<file path="src/rtl/mem_lsu_pkg.sv">
// Shared types for the memory-access stage: memop encoding, FSM states,
// bus widths and small decode helpers.
package mem_lsu_pkg;

    localparam int unsigned RegBus     = 32;
    localparam int unsigned RegAddrBus = 5;
    localparam int unsigned AddrBus    = 32;
    localparam int unsigned MemopW     = 4;

    typedef enum logic [MemopW-1:0] {
        MEMOP_NONE = 4'd0,
        MEMOP_LB   = 4'd1,
        MEMOP_LH   = 4'd2,
        MEMOP_LW   = 4'd3,
        MEMOP_LBU  = 4'd4,
        MEMOP_LHU  = 4'd5,
        MEMOP_SB   = 4'd6,
        MEMOP_SH   = 4'd7,
        MEMOP_SW   = 4'd8
    } memop_e;

    typedef enum logic [1:0] {
        ST_IDLE = 2'd0,
        ST_BUSY = 2'd1,
        ST_RESP = 2'd2
    } state_e;

    function automatic logic memop_is_load(memop_e op);
        return op inside {MEMOP_LB, MEMOP_LH, MEMOP_LW, MEMOP_LBU, MEMOP_LHU};
    endfunction

    function automatic logic memop_is_store(memop_e op);
        return op inside {MEMOP_SB, MEMOP_SH, MEMOP_SW};
    endfunction

    function automatic logic memop_misaligned(memop_e op, logic [1:0] off);
        return (op inside {MEMOP_LH, MEMOP_LHU, MEMOP_SH} && off[0]) ||
               (op inside {MEMOP_LW, MEMOP_SW} && (off != 2'b00));
    endfunction

    // Byte offset actually used on the bus: low bits forced aligned to the access size.
    function automatic logic [1:0] memop_align_off(memop_e op, logic [1:0] off);
        if (op inside {MEMOP_LH, MEMOP_LHU, MEMOP_SH}) return {off[1], 1'b0};
        if (op inside {MEMOP_LW, MEMOP_SW})            return 2'b00;
        return off;
    endfunction

endpackage

</file>
<file path="src/rtl/mem_lsu_fmt.sv">
// Combinational lane logic: byte-lane enables, store-data replication and
// load lane select with sign/zero extension.
// Ports: op/off select the access; sdata -> wdata (replicated), rdata -> ldata.
module mem_lsu_fmt
    import mem_lsu_pkg::*;
(
    input  memop_e            op,
    input  logic [1:0]        off,
    input  logic [RegBus-1:0] sdata,
    input  logic [RegBus-1:0] rdata,
    output logic [3:0]        sel,
    output logic [RegBus-1:0] wdata,
    output logic [RegBus-1:0] ldata
);

    logic [7:0]  lane_b;
    logic [15:0] lane_h;

    // Lane extraction from the read word
    always_comb begin
        case (off)
            2'd0:    lane_b = rdata[7:0];
            2'd1:    lane_b = rdata[15:8];
            2'd2:    lane_b = rdata[23:16];
            default: lane_b = rdata[31:24];
        endcase
        lane_h = off[1] ? rdata[31:16] : rdata[15:0];
    end

    // Per-op lane enables and data formatting
    always_comb begin
        sel   = 4'b0000;
        wdata = '0;
        ldata = '0;
        case (op)
            MEMOP_LB:  begin sel = 4'b0001 << off; ldata = {{24{lane_b[7]}}, lane_b};  end
            MEMOP_LBU: begin sel = 4'b0001 << off; ldata = {24'b0, lane_b};            end
            MEMOP_LH:  begin sel = 4'b0011 << off; ldata = {{16{lane_h[15]}}, lane_h}; end
            MEMOP_LHU: begin sel = 4'b0011 << off; ldata = {16'b0, lane_h};            end
            MEMOP_LW:  begin sel = 4'b1111;        ldata = rdata;                      end
            MEMOP_SB:  begin sel = 4'b0001 << off; wdata = {4{sdata[7:0]}};            end
            MEMOP_SH:  begin sel = 4'b0011 << off; wdata = {2{sdata[15:0]}};           end
            MEMOP_SW:  begin sel = 4'b1111;        wdata = sdata;                      end
            default:   ;
        endcase
    end

endmodule

</file>
<file path="src/rtl/mem_lsu.sv">
// Memory-access pipeline stage. Non-memory ops pass through combinationally;
// loads/stores run a req/ack bus transaction while holding stall_req, then
// present the result (or store completion) for one cycle.
// Ports: clk/rst (sync, active-high); ex_* from ex_mem; mem_* to mem_wb;
// stall_req to the stall controller; bus_* data-bus master interface.
// Optional macro MEM_MISALIGN_TRAP_EN adds output misalign and skips the bus
// for misaligned accesses; otherwise misaligned accesses are forced aligned.
module mem_lsu
    import mem_lsu_pkg::*;
#(
    parameter int unsigned DATA_W     = RegBus,
    parameter int unsigned REG_ADDR_W = RegAddrBus,
    parameter int unsigned ADDR_W     = AddrBus
) (
    input  logic                  clk,
    input  logic                  rst,
    input  logic [REG_ADDR_W-1:0] ex_waddr,
    input  logic                  ex_we,
    input  logic [DATA_W-1:0]     ex_wdata,
    input  logic [MemopW-1:0]     ex_memop,
    input  logic [ADDR_W-1:0]     ex_maddr,
    input  logic [DATA_W-1:0]     ex_sdata,
    output logic [REG_ADDR_W-1:0] mem_waddr,
    output logic                  mem_we,
    output logic [DATA_W-1:0]     mem_wdata,
    output logic                  stall_req,
    output logic                  bus_req,
    output logic                  bus_wr,
    output logic [ADDR_W-1:0]     bus_addr,
    output logic [3:0]            bus_sel,
    output logic [DATA_W-1:0]     bus_wdata,
    input  logic                  bus_ack,
    input  logic [DATA_W-1:0]     bus_rdata
`ifdef MEM_MISALIGN_TRAP_EN
    ,
    output logic                  misalign
`endif
);

    state_e                state_q, state_d;
    memop_e                op_q, op_d;
    logic [1:0]            off_q, off_d;
    logic [ADDR_W-1:0]     addr_q, addr_d;
    logic [3:0]            sel_q, sel_d;
    logic [DATA_W-1:0]     wdata_q, wdata_d;
    logic [DATA_W-1:0]     rdata_q, rdata_d;
    logic [REG_ADDR_W-1:0] waddr_q, waddr_d;
    logic                  we_q, we_d;
`ifdef MEM_MISALIGN_TRAP_EN
    logic                  mis_q, mis_d;
    logic                  ex_mis;
`endif

    memop_e      ex_op;
    logic        ex_is_mem;
    logic [1:0]  ex_off;
    memop_e      fmt_op;
    logic [1:0]  fmt_off;
    logic [3:0]  fmt_sel;
    logic [DATA_W-1:0] fmt_wdata, fmt_ldata;

    assign ex_op     = memop_e'(ex_memop);
    assign ex_is_mem = memop_is_load(ex_op) || memop_is_store(ex_op);
    assign ex_off    = memop_align_off(ex_op, ex_maddr[1:0]);
`ifdef MEM_MISALIGN_TRAP_EN
    assign ex_mis    = memop_misaligned(ex_op, ex_maddr[1:0]);
`endif

    // Single formatter: request side uses ex_* in IDLE, load side uses the held op in BUSY
    assign fmt_op  = (state_q == ST_IDLE) ? ex_op  : op_q;
    assign fmt_off = (state_q == ST_IDLE) ? ex_off : off_q;

    mem_lsu_fmt u_fmt (
        .op    (fmt_op),
        .off   (fmt_off),
        .sdata (ex_sdata),
        .rdata (bus_rdata),
        .sel   (fmt_sel),
        .wdata (fmt_wdata),
        .ldata (fmt_ldata)
    );

    // Next-state and capture logic
    always_comb begin
        state_d = state_q;
        op_d    = op_q;
        off_d   = off_q;
        addr_d  = addr_q;
        sel_d   = sel_q;
        wdata_d = wdata_q;
        rdata_d = rdata_q;
        waddr_d = waddr_q;
        we_d    = we_q;
`ifdef MEM_MISALIGN_TRAP_EN
        mis_d   = mis_q;
`endif
        case (state_q)
            ST_IDLE: begin
                if (ex_is_mem) begin
                    op_d    = ex_op;
                    off_d   = ex_off;
                    addr_d  = {ex_maddr[ADDR_W-1:2], 2'b00};
                    sel_d   = fmt_sel;
                    wdata_d = fmt_wdata;
                    waddr_d = ex_waddr;
                    we_d    = ex_we;
`ifdef MEM_MISALIGN_TRAP_EN
                    mis_d   = ex_mis;
                    state_d = ex_mis ? ST_RESP : ST_BUSY;
`else
                    state_d = ST_BUSY;
`endif
                end
            end
            ST_BUSY: begin
                if (bus_ack) begin
                    rdata_d = fmt_ldata;
                    state_d = ST_RESP;
                end
            end
            ST_RESP: state_d = ST_IDLE;
            default: state_d = ST_IDLE;
        endcase
    end

    always_ff @(posedge clk) begin
        if (rst) begin
            state_q <= ST_IDLE;
            op_q    <= MEMOP_NONE;
            off_q   <= 2'b00;
            addr_q  <= '0;
            sel_q   <= 4'b0000;
            wdata_q <= '0;
            rdata_q <= '0;
            waddr_q <= '0;
            we_q    <= 1'b0;
`ifdef MEM_MISALIGN_TRAP_EN
            mis_q   <= 1'b0;
`endif
        end else begin
            state_q <= state_d;
            op_q    <= op_d;
            off_q   <= off_d;
            addr_q  <= addr_d;
            sel_q   <= sel_d;
            wdata_q <= wdata_d;
            rdata_q <= rdata_d;
            waddr_q <= waddr_d;
            we_q    <= we_d;
`ifdef MEM_MISALIGN_TRAP_EN
            mis_q   <= mis_d;
`endif
        end
    end

    // Outputs: pass-through in IDLE, held registers otherwise; bus driven only in BUSY
    always_comb begin
        mem_waddr = '0;
        mem_we    = 1'b0;
        mem_wdata = '0;
        stall_req = 1'b0;
        bus_req   = 1'b0;
        bus_wr    = 1'b0;
        bus_addr  = '0;
        bus_sel   = 4'b0000;
        bus_wdata = '0;
`ifdef MEM_MISALIGN_TRAP_EN
        misalign  = 1'b0;
`endif
        case (state_q)
            ST_IDLE: begin
                mem_waddr = ex_waddr;
                mem_wdata = ex_wdata;
                mem_we    = ex_is_mem ? 1'b0 : ex_we;
                stall_req = ex_is_mem;
            end
            ST_BUSY: begin
                mem_waddr = waddr_q;
                stall_req = 1'b1;
                bus_req   = 1'b1;
                bus_wr    = memop_is_store(op_q);
                bus_addr  = addr_q;
                bus_sel   = sel_q;
                bus_wdata = wdata_q;
            end
            ST_RESP: begin
                mem_waddr = waddr_q;
                mem_wdata = rdata_q;
`ifdef MEM_MISALIGN_TRAP_EN
                mem_we    = we_q && memop_is_load(op_q) && !mis_q;
                misalign  = mis_q;
`else
                mem_we    = we_q && memop_is_load(op_q);
`endif
            end
            default: ;
        endcase
    end

endmodule

</file>
<file path="config.mk">
export PLATFORM = sky130hd
export DESIGN_NAME = mem_lsu
export DESIGN_NICKNAME = d
export VERILOG_FILES = /design/src/rtl/mem_lsu_pkg.sv /design/src/rtl/mem_lsu_fmt.sv /design/src/rtl/mem_lsu.sv
export SDC_FILE = /design/constraint.sdc
export NUM_CORES = 1
export LEC_CHECK = 0
export BUFFER_PORTS_ARGS = -buffer_cell sky130_fd_sc_hd__buf_2
export CAP_MARGIN = 20
export CELL_PAD_IN_SITES_DETAIL_PLACEMENT = 1
export CELL_PAD_IN_SITES_GLOBAL_PLACEMENT = 1
export CORE_ASPECT_RATIO = 1.1
export CORE_UTILIZATION = 30
export CTS_CLUSTER_DIAMETER = 200
export DETAILED_ROUTE_END_ITERATION = 6
export GPL_TIMING_DRIVEN = 0
export PLACE_DENSITY_LB_ADDON = 0.25
export SLEW_MARGIN = 0
export SYNTH_ARGS = -nofsm -noshare
export SYNTH_HDL_FRONTEND = slang
export SYNTH_SLANG_ARGS = --single-unit
</file>
<file path="constraint.sdc">
create_clock -name clk -period 5.1 [get_ports clk]
set_input_delay 0.51 -clock clk [delete_from_list [all_inputs] [get_ports clk]]
set_output_delay 0.51 -clock clk [all_outputs]
set_load 0.02 [all_outputs]
</file>
---- Word-level counts from Yosys, hierarchy flattened ----
Cells that the tools add are included.
cells by class
  equality and inequality tests ........... 30
  muxes and demuxes ....................... 27
  shift-type cells ........................ 2
  reduce and logical (&&, ||, !) cells .... 17
operator list
  cell                                                 number
  one-hot mux 32 bit (5 select lines)                  1
  one-hot mux 32 bit (3 select lines)                  1
  2-to-1 mux 32 bit                                    2
  one-hot mux 32 bit (2 select lines)                  1
  equality test 4 x 3 -> 1 bit, second input constant  12
  equality test 4 x 2 -> 1 bit, second input constant  6
  one-hot mux 8 bit (3 select lines)                   1
  2-to-1 mux 16 bit                                    1
  2-to-1 mux 2 bit                                     7
  equality test 4 x 1 -> 1 bit, second input constant  3
  equality test 4 bit, second input constant           3
  one-hot mux 4 bit (3 select lines)                   1
  one-hot mux 5 bit (2 select lines)                   1
  nonzero test 5 bit                                   2
  nonzero test 3 bit                                   3
  2-to-1 mux 4 bit                                     2
  2-to-1 mux 1 bit                                     6
  AND reduction 2 bit                                  3
  OR reduction 3 bit                                   2
  equality test 2 x 1 -> 1 bit, second input constant  2
  equality test 2 bit, second input constant           2
  logical NOT 2 bit                                    2
  inequality test 2 bit, second input constant         2
  one-hot mux 1 bit (2 select lines)                   2
  other kinds (7)                                      8
storage, ports and cells
  logic and storage cells ................. 85
  register bits after elaboration ......... 112

---- Longest topological paths before layout ----
Gate-level depths: netlist of run 1.
  depth in word-level cells ............... 10
  depth in mapped cells ................... 11
  mapped depth without buffers ............ 8

---- Hierarchy ----
A second synthesis of run 1 with hierarchy kept.
unflattened totals
  cells, all modules ...................... 874
  area total of the unflattened synthesis .. 6849.1 sq um
by module, submodules not included
  module       area each (sq um)  cells each  seq. area each (sq um)  times used
  mem_lsu      5576.6             675         2242.2                  1
  mem_lsu_fmt  1272.5             199         0.0                     1

---- Worst setup path after synthesis of run 1 ----
Ideal clock, no wire load.
  kind .................................... register to register
  from .................................... reg state_q[0]
  to ...................................... reg wdata_q[10]
  setup slack ............................. 2529 ps
  setup time .............................. 65 ps
  arrival ................................. 2506 ps
  path buffers ............................ 2
  stages on the path, launching flop included .. 11
  path through ............................ dfxtp_1 > inv_1 > ha_1 > buf_1 > mux2_2 > a211oi_1 > clkbuf_1 > nand2_1 > a21oi_1 > a21oi_1 > nor2_1
on the way
  word-level cells in the longest chain between the ends .. 4
  elaborated cells on any way between the ends .. 7
  classes of those cells .................. eq/ne: 3; mux: 2; reduce/logical: 2
ends and longest elaborated chain
  element                                                              RTL line                      RTL
  start: declaration                                                   mem_lsu.sv:40                 state_e state_q, state_d;
  start signal: assignment                                             mem_lsu.sv:141                state_q <= state_d;
  logical NOT 2 bit *                                                  mem_lsu.sv:70, mem_lsu.sv:97
  2-to-1 mux 4 bit                                                     mem_lsu.sv:70                 assign fmt_op = (state_q == ST_IDLE) ? ex_op : op_q;
  equality test 4 bit or equality test 4 x 3 -> 1 bit (tied branches)  mem_lsu_fmt.sv:35             case (op)
  one-hot mux 32 bit (3 select lines)                                  mem_lsu_fmt.sv:35
  end signal: assignment                                               mem_lsu.sv:146                wdata_q <= wdata_d;
  end: declaration                                                     mem_lsu.sv:45                 logic [DATA_W-1:0] wdata_q, wdata_d;
Mark *: on every way between the ends. The rest lies on a longest branch, timed or not.
A chain may end at the register's enable or synchronous reset.

---- Worst setup path after layout of run 1 ----
  from .................................... reg state_q[0]
  to ...................................... out stall_req
on the way
  word-level cells in the longest chain between the ends .. 2
  elaborated cells on any way between the ends .. 3
  classes of those cells .................. eq/ne: 1; mux: 1; reduce/logical: 1
ends and longest elaborated chain
  element                                                            RTL line        RTL
  equality test 2 x 1 -> 1 bit or logical NOT 2 bit (tied branches)  mem_lsu.sv:170  case (state_q)
  one-hot mux 1 bit (2 select lines) *                               mem_lsu.sv:170
  end: declaration                                                   mem_lsu.sv:26   output logic stall_req,
Marked as above.

==> run metrics, run 1 <==
synthesis-to-finish area growth 29.78%; Worst-Skew Late Latency 0.36 ns; RSZ-0062 raised after global routing false; initial antenna violation count 1; max cap viols 0; synth top area cells dfxtp_1 (36%), nand2_1 (10%), and2_1 (6.9%); CP peak stage delay 0.52 ns; Clk pin slew, worst setup/hold paths 0.09 ns; synth warn 0; Worst setup EP type output port; fin util 0.3962; clock buffer depth 2; Final Hold Fails 0; hold buffer count at cts 0; Pleak between 3 and 4 nW; Finished Layout Cells 1357; post-route ant nets 0; Critical-path top delay cell clkbuf_1; CP startpoint kind flip-flop; Design Power about 2.8 mW; worst hold start ex_maddr[20]; pre-CTS setup slack 1.641 ns; largest net degree at the start of global routing 23; vias in the first global route 7100; Worst Skew 0.01094 ns; via count 7159; CTS sink cnt 112; WL final 25080 µm; RR Startpoint state_q[0]$_SDFFE_PP0P_; synthesized cell area 0.006261 mm²; CORE AREA 0.02051 mm²; Crit Path Max Fanout 10; sequential fraction of the synthesis area 0.3581; Yosys top cell by area dfxtp_1; number of port buffers 246; WHS Endpoint addr_q[20]$_SDFFE_PP0P_; status completed; height of the die about 150 µm; Relative slew margins 0.3995; Netlist cell types 58; Hold WS 0.3639 ns; Gate Count Post-Synth around 840; fin worst setup slack 1.264 ns; placed cells 1340; root buffer cell clkbuf_16; PD cells 343.6 mW/mm²; Post-synth EDFFs 0; setup TNS 0 ns; Worst-Margin Slew approximately 0.9 ns; 1st-iter DRT viols 355; DR pass1 iterations 5; post-DP HPWL 19270 µm; Final Setup Violations 0; WL/cell 18.48 µm; worst r2r dst rdata_q[10]$_SDFFE_PP0P_; Post-synth ARST share 0; nets@finish 1241; predominant post-synthesis flop cell dfxtp_1; Initial Util 0.3053; fin area between 0.008 and 0.009 mm²; R2R setup slack 1.73 ns; GRT overflow 0; Worst Hold Path Cells 3; first-pass GRT wire length slightly below 40000 µm; die extent in x ~140 µm; crit path cell chain inv_1 -> ha_1 -> buf_2 -> buf_1 -> and3_1 -> clkbuf_1 -> clkbuf_1 -> or2_2 -> buf_2; WP buf/inv 6; post-synth top area share 0.3581; post-DR vias/cell 5.276; CTS tree done; Hold Path Class input port to flip-flop; fin crit share 0.7522; total CTS buffers 9; Core Rows 55; Total GRT Usage 0.2305; CTS resizes 0; post-layout minimum cycle time 3.836 ns; placed inst area 0.007816 mm²; die area 0.02145 mm²; #FFs+latches synth 112; syn_area_per_cell approximately 7.5 µm²; Req. time, crit path roughly 4.6 ns; Crit path max-delay family buffers and inverters; f_max 260.7 MHz; Worst EP arrival 3.33 ns; Peak VDD IR 0.0001579 V; Final Slew Violations 0; DR DRC count 0; proportion of layout cells with a drive suffix above 1 0.2545; R2R depth 10; crit path kind flip-flop to output port; I/O pins 250; Post-CTS Repair Setup Buffers 0; htree depth 3; placer congestion estimate 0.8460
cell type report:
class	count	area (µm²)
Antenna cell	1	2.502
Multi-Input combinational cell	641	3691
Inverter	6	22.52
Timing Repair Buffer	246	1231
Clock buffer	9	225.2
Clock inverter	7	81.33
Sequential cell	112	2242
Fill cell	2672	12380
Buffer	79	309.0
Tap cell	256	320.3
layer usage:
| layer | track usage | up-vias | wire [µm] |
|---|---|---|---|
| li1 | - | 3481 | - |
| met1 | 0.2818 | 3414 | 10940 |
| met2 | 0.3938 | 238 | 11770 |
| met3 | 0.05948 | 26 | 1808 |
| met4 | 0.07274 | 0 | 561 |
| met5 | 0 | - | 0 |
power by group:
part | internal (mW) | switching (mW) | leakage, nW
registers | 0.936 | 0.0320 | 0.911
clock network | 0.355 | 0.397 | 0.150
logic | 0.351 | 0.721 | 2.50
worst min-delay path: cells and delay by family:
family,cells,cell delay [ns]
and+or+nand+nor,1,0.04
AOI/OAI and AO/OA,1,0.05
buffers and inverters,1,0.09
sequential cells by signal (all words and copies together) (netlist names):
register  flops
wdata_q      32
waddr_q       5
state_q       2
op_q          4
rdata_q      32
we_q          1
sel_q         4
off_q         2
addr_q       30
cell usage in the layout (no fill, tap or decap), types with 4 or more instances in the layout:
cell type / n
dfxtp_1: 112
nor2_1: 71
nor2b_1: 4
buf_2: 250
a31oi_1: 16
o21ai_0: 15
a222oi_1: 17
a22oi_1: 14
nand2_1: 174
nor3_1: 21
a22o_1: 32
clkbuf_1: 65
inv_1: 6
and2_1: 69
a221oi_1: 26
a21boi_0: 16
a21oi_1: 84
buf_1: 8
o31a_1: 7
nand3_1: 7
mux2i_1: 10
ha_1: 5
clkbuf_16: 9
cells in the mapped netlist, types with 2 or more instances:
library cell	instances
a211oi_1	3
a21boi_0	16
a21o_1	2
a21oi_1	84
a221oi_1	26
a222oi_1	17
a22o_1	32
a22oi_1	14
a31oi_1	16
and2_1	69
and3_1	2
buf_1	8
buf_2	4
buf_4	2
clkbuf_1	65
dfxtp_1	112
ha_1	5
inv_1	6
mux2_2	3
mux2i_1	10
nand2_1	174
nand3_1	7
nand4b_1	2
nand4bb_1	2
nor2_1	71
nor2b_1	4
nor3_1	21
nor3b_1	3
o21ai_0	15
o31a_1	7
or2_2	2
or3_1	3
or3b_2	2
or4b_1	2
xnor2_1	2
xor2_1	2
worst max path at each step:
stage / from / cells past startpoint / endpoint
after CTS: state_q[0]$_SDFFE_PP0P_ / 9 / stall_req
after detailed placement: state_q[0]$_SDFFE_PP0P_ / 9 / stall_req
after floorplan: state_q[0]$_SDFFE_PP0P_ / 10 / wdata_q[10]$_SDFFE_PP0P_
after global routing: state_q[0]$_SDFFE_PP0P_ / 8 / mem_wdata[7]
final: state_q[0]$_SDFFE_PP0P_ / 9 / stall_req
after global placement: state_q[0]$_SDFFE_PP0P_ / 8 / mem_wdata[7]
cell families after synthesis:
| kind of cell | count (synthesis) | synth area share |
|---|---|---|
| adders and majority gates | 5 | 0.009992 |
| muxes | 13 | 0.02138 |
| buffers and inverters | 85 | 0.05296 |
| xor gates and xnor gates | 4 | 0.005597 |
| and+or+nand+nor | 369 | 0.2714 |
| DFF | 112 | 0.3581 |
| AOI/OAI and AO/OA | 248 | 0.2800 |
| other | 1 | 0.0005989 |
No activity file was read; power rests on OpenSTA's default activity.
==> run 2: changes to the inputs <==
--- a/config.mk
+++ b/config.mk
@@ -5,6 +5,7 @@
 export SDC_FILE = /design/constraint.sdc
 export NUM_CORES = 1
 export LEC_CHECK = 0
+export ABC_AREA = 1
 export BUFFER_PORTS_ARGS = -buffer_cell sky130_fd_sc_hd__buf_2
 export CAP_MARGIN = 20
 export CELL_PAD_IN_SITES_DETAIL_PLACEMENT = 1
==> constraint.sdc (replaced) <==
create_clock -name clk -period 3.43 [get_ports clk]
set_input_delay 0.343 -clock clk [delete_from_list [all_inputs] [get_ports clk]]
set_output_delay 0.343 -clock clk [all_outputs]
set_load 0.02 [all_outputs]
==> run metrics, run 2 <==
RSZ-0062 raised after global routing false; Core Rows 55 (unchanged); sequential fraction of the synthesis area 0.3492 (-0.008932); Netlist cell types 35 (-40%); Worst Skew 0.007258 ns (-0.003678 ns); Worst setup EP type output port; total CTS buffers 9 (unchanged); Initial Util 0.3090 (+0.003662); Critical-path top delay cell clkbuf_1; syn_area_per_cell 6.204 µm² (-17%); placer congestion estimate 0.9246 (+9.3%); htree depth 3 (unchanged); RR Startpoint state_q[1]$_SDFFE_PP0P_; CTS resizes 0 (unchanged); largest family of logic cells by synthesized area simple AND/OR/NAND/NOR gates; DR pass1 iterations 4 (-1); Worst-Skew Late Latency 0.35 ns (about the same); CTS sink cnt 112 (unchanged); Crit Path Max Fanout 10 (unchanged); crit path cell chain inv_1 -> ha_1 -> buf_6 -> clkbuf_1 -> buf_1 -> nand3_1 -> nand2_1 -> buf_2; antenna cells 0 (-1); synthesized-area fraction occupied by adder cells 0.009743 (-0.0002492); crit path capture mem_we; first-pass GRT wire length 38500 µm (-0.76%); initial antenna violation count 0 (-1); max cap viols 0 (unchanged); CTS tree done; synthesis-to-finish area growth 29.52%; sequential share of power 0.357 (+0.010); part of the power in the clock network 0.266 (-0.004); die area 0.02199 mm² (+2.5%); Total GRT Usage 0.2251 (-0.005407); fin crit share 0.8687; post-DR vias/cell 4.621 (-12%); fin util 0.4002 (+0.003964); Worst EP arrival 2.64 ns (-0.69 ns); 1st-iter DRT viols 204 (-43%); CP peak stage delay 0.53 ns (about the same); Post-CTS Repair Setup Buffers 0 (unchanged); PD cells 498.9 mW/mm² (+45%); Post-synth ARST share 0 (unchanged); most frequent cells in the layout nand2_1 (376), buf_2 (255), inv_1 (133); synth top area cells dfxtp_1 (35%), nand2_1 (22%), inv_1 (7.8%); Req. time, crit path 3.09 ns (-1.50 ns); crit path launch state_q[0]$_SDFFE_PP0P_; synth warn 0 (unchanged); largest net degree at the start of global routing 17 (-26%); f_max 335.6 MHz; via count 7315 (+2.2%); Final Hold Fails 0 (unchanged); #FFs+latches synth 112 (unchanged); worst r2r dst wdata_q[28]$_SDFFE_PP0P_; die extent in x 141.5 µm (+1.3%); R2R setup slack 0.97 ns (-0.76 ns); WP buf/inv 5 (-1); largest registers rdata_q: 32 flops, wdata_q: 32 flops, addr_q: 30 flops; status completed; WL/cell 15.47 µm (-16%); Synth Area in Compound Gates 0.1892 (-0.09077); Gate Count Post-Synth 1035 (+24%); WL final 24490 µm (-2.4%); most common cell after layout, fill and taps aside nand2_1; Switching Share 0.3932 (-0.01883); fin area 0.008317 mm² (+2.4%); hold buffer count at cts 0 (unchanged); simple-gate area share of the yosys netlist 0.3182 (+0.04682); Design Power 4.149 mW (+49%); CP startpoint kind flip-flop; Yosys top cell by area dfxtp_1; post-DP HPWL 19480 µm (+1.1%); Final Setup Violations 0 (unchanged); Relative slew margins 0.4858 (+0.08631); number of port buffers 247 (+0.41%); I/O pins 250 (unchanged); most frequent cells after synthesis nand2_1 (376), inv_1 (133), dfxtp_1 (112); synthesized cell area 0.006421 mm² (+2.6%); Post-synth EDFFs 0 (unchanged); Clk pin slew, worst setup/hold paths 0.08 ns (about the same); post-route ant nets 0 (unchanged); XOR/XNOR Fraction of Synth Area 0 (-0.005596); Worst-Margin Slew 0.7713 ns (-0.1262 ns); net switching power 1.631 mW (+42%); Int Pwr 2.518 mW (+53%); CORE AREA 0.02078 mm² (+1.3%); clock buffer depth 2 (unchanged); DR DRC count 0 (unchanged); height of the die 155.4 µm (+1.3%); GRT overflow 0 (unchanged); multiplexer area fraction after synthesis 0 (-0.02138); post-layout minimum cycle time 2.980 ns; Hold Path Class input port to flip-flop; post-synth top area share 0.3492 (-0.008932); predominant post-synthesis flop cell dfxtp_1; setup TNS 0 ns (unchanged); Comb pwr share 0.377 (-0.007); most common cell in the synthesized netlist nand2_1; vias in the first global route 7310 (+3.0%); nets@finish 1440 (+16%); Worst path depth 8 (-1); crit path kind flip-flop to output port; Peak VDD IR 0.0002294 V (+45%); root buffer cell clkbuf_16; R2R depth 12 (+2); Final Slew Violations 0 (unchanged); proportion of layout cells with a drive suffix above 1 0.2404 (-0.01418); Crit path max-delay family buffers and inverters; Pleak 4.593 nW (+29%); placed inst area 0.008018 mm² (+2.6%)
## run 2: cell types whose count changed after synthesis, moves of 10 or more
cell | before | now
nand2_1 | 174 | 376
inv_1 | 6 | 133
and2_1 | 69 | 0
o21ai_0 | 15 | 59
clkbuf_1 | 65 | 32
a221oi_1 | 26 | 0
nor3_1 | 21 | 1
nand3_1 | 7 | 26
a222oi_1 | 17 | 0
a21boi_0 | 16 | 0
a22oi_1 | 14 | 0
a31oi_1 | 16 | 5
mux2i_1 | 10 | 0
## run 2: cells by family (layout without fill, tap and decap cells)
family	count (synthesis)	count (layout)
adder cells (fa/ha/maj)	5	5
flip-flops	112	112
AO/OA/AOI/OAI	203	203
other	1	2
buffers and inverters	207	469
AND/OR/NAND/NOR	507	507
## run 2: area by class of cell
class	instances	area, µm²
Buffer	64	317.8
Clock buffer	13	260.3
Clock inverter	2	38.79
Fill cell	2873	12470
Inverter	143	536.8
Multi-Input combinational cell	717	3328
Sequential cell	112	2242
Tap cell	285	356.6
Timing Repair Buffer	247	1236
## run 2: routing by layer
| metal | track usage | vias to the layer above | share of wire |
|---|---|---|---|
| met5 | 0 | - | 0 |
| met4 | 0.06503 | 0 | 0.016 |
| met3 | 0.02247 | 24 | 0.037 |
| met2 | 0.3944 | 188 | 0.48 |
| met1 | 0.2919 | 3363 | 0.47 |
| li1 | - | 3740 | - |
## run 2: metrics by stage
step / std cells / hold slack [ns] / setup WS (ns)
2_1_floorplan: 1036 / 0.4263 / 1.291
3_3_place_gp: 1568 / 0.4379 / 0.7904
3_5_place_dp: 1568 / 0.4448 / 0.7599
4_1_cts: 1583 / 0.1981 / 0.3349
5_1_grt: 1583 / 0.2219 / 0.1347
6_report: 1583 / 0.2088 / 0.4503
## run 2: power by group through the flow
stage | clock (mW) | combinational (mW) | sequential (mW)
after floorplan | 0 | 1.04 | 1.49
after global placement | 0 | 1.56 | 1.51
after detailed placement | 0 | 1.58 | 1.51
after CTS | 1.13 | 1.59 | 1.48
after global routing | 1.17 | 1.75 | 1.50
final | 1.10 | 1.56 | 1.48
## run 2: tightest hold or removal path: cells and delay by family
family / cells / cell delay (ns)
and+or+nand+nor: 2 / 0.11
buffers and inverters: 1 / 0.07
## run 2: worst min-delay path by stage
stage	from	end	slack, ns	cells past startpoint
after floorplan	off_q[1]$_SDFFE_PP0P_	off_q[1]$_SDFFE_PP0P_	0.43	2
after global placement	off_q[1]$_SDFFE_PP0P_	off_q[1]$_SDFFE_PP0P_	0.44	2
after detailed placement	off_q[1]$_SDFFE_PP0P_	off_q[1]$_SDFFE_PP0P_	0.44	2
after CTS	ex_maddr[27]	addr_q[27]$_SDFFE_PP0P_	0.20	3
after global routing	ex_maddr[26]	addr_q[26]$_SDFFE_PP0P_	0.22	3
final	ex_maddr[27]	addr_q[27]$_SDFFE_PP0P_	0.21	3
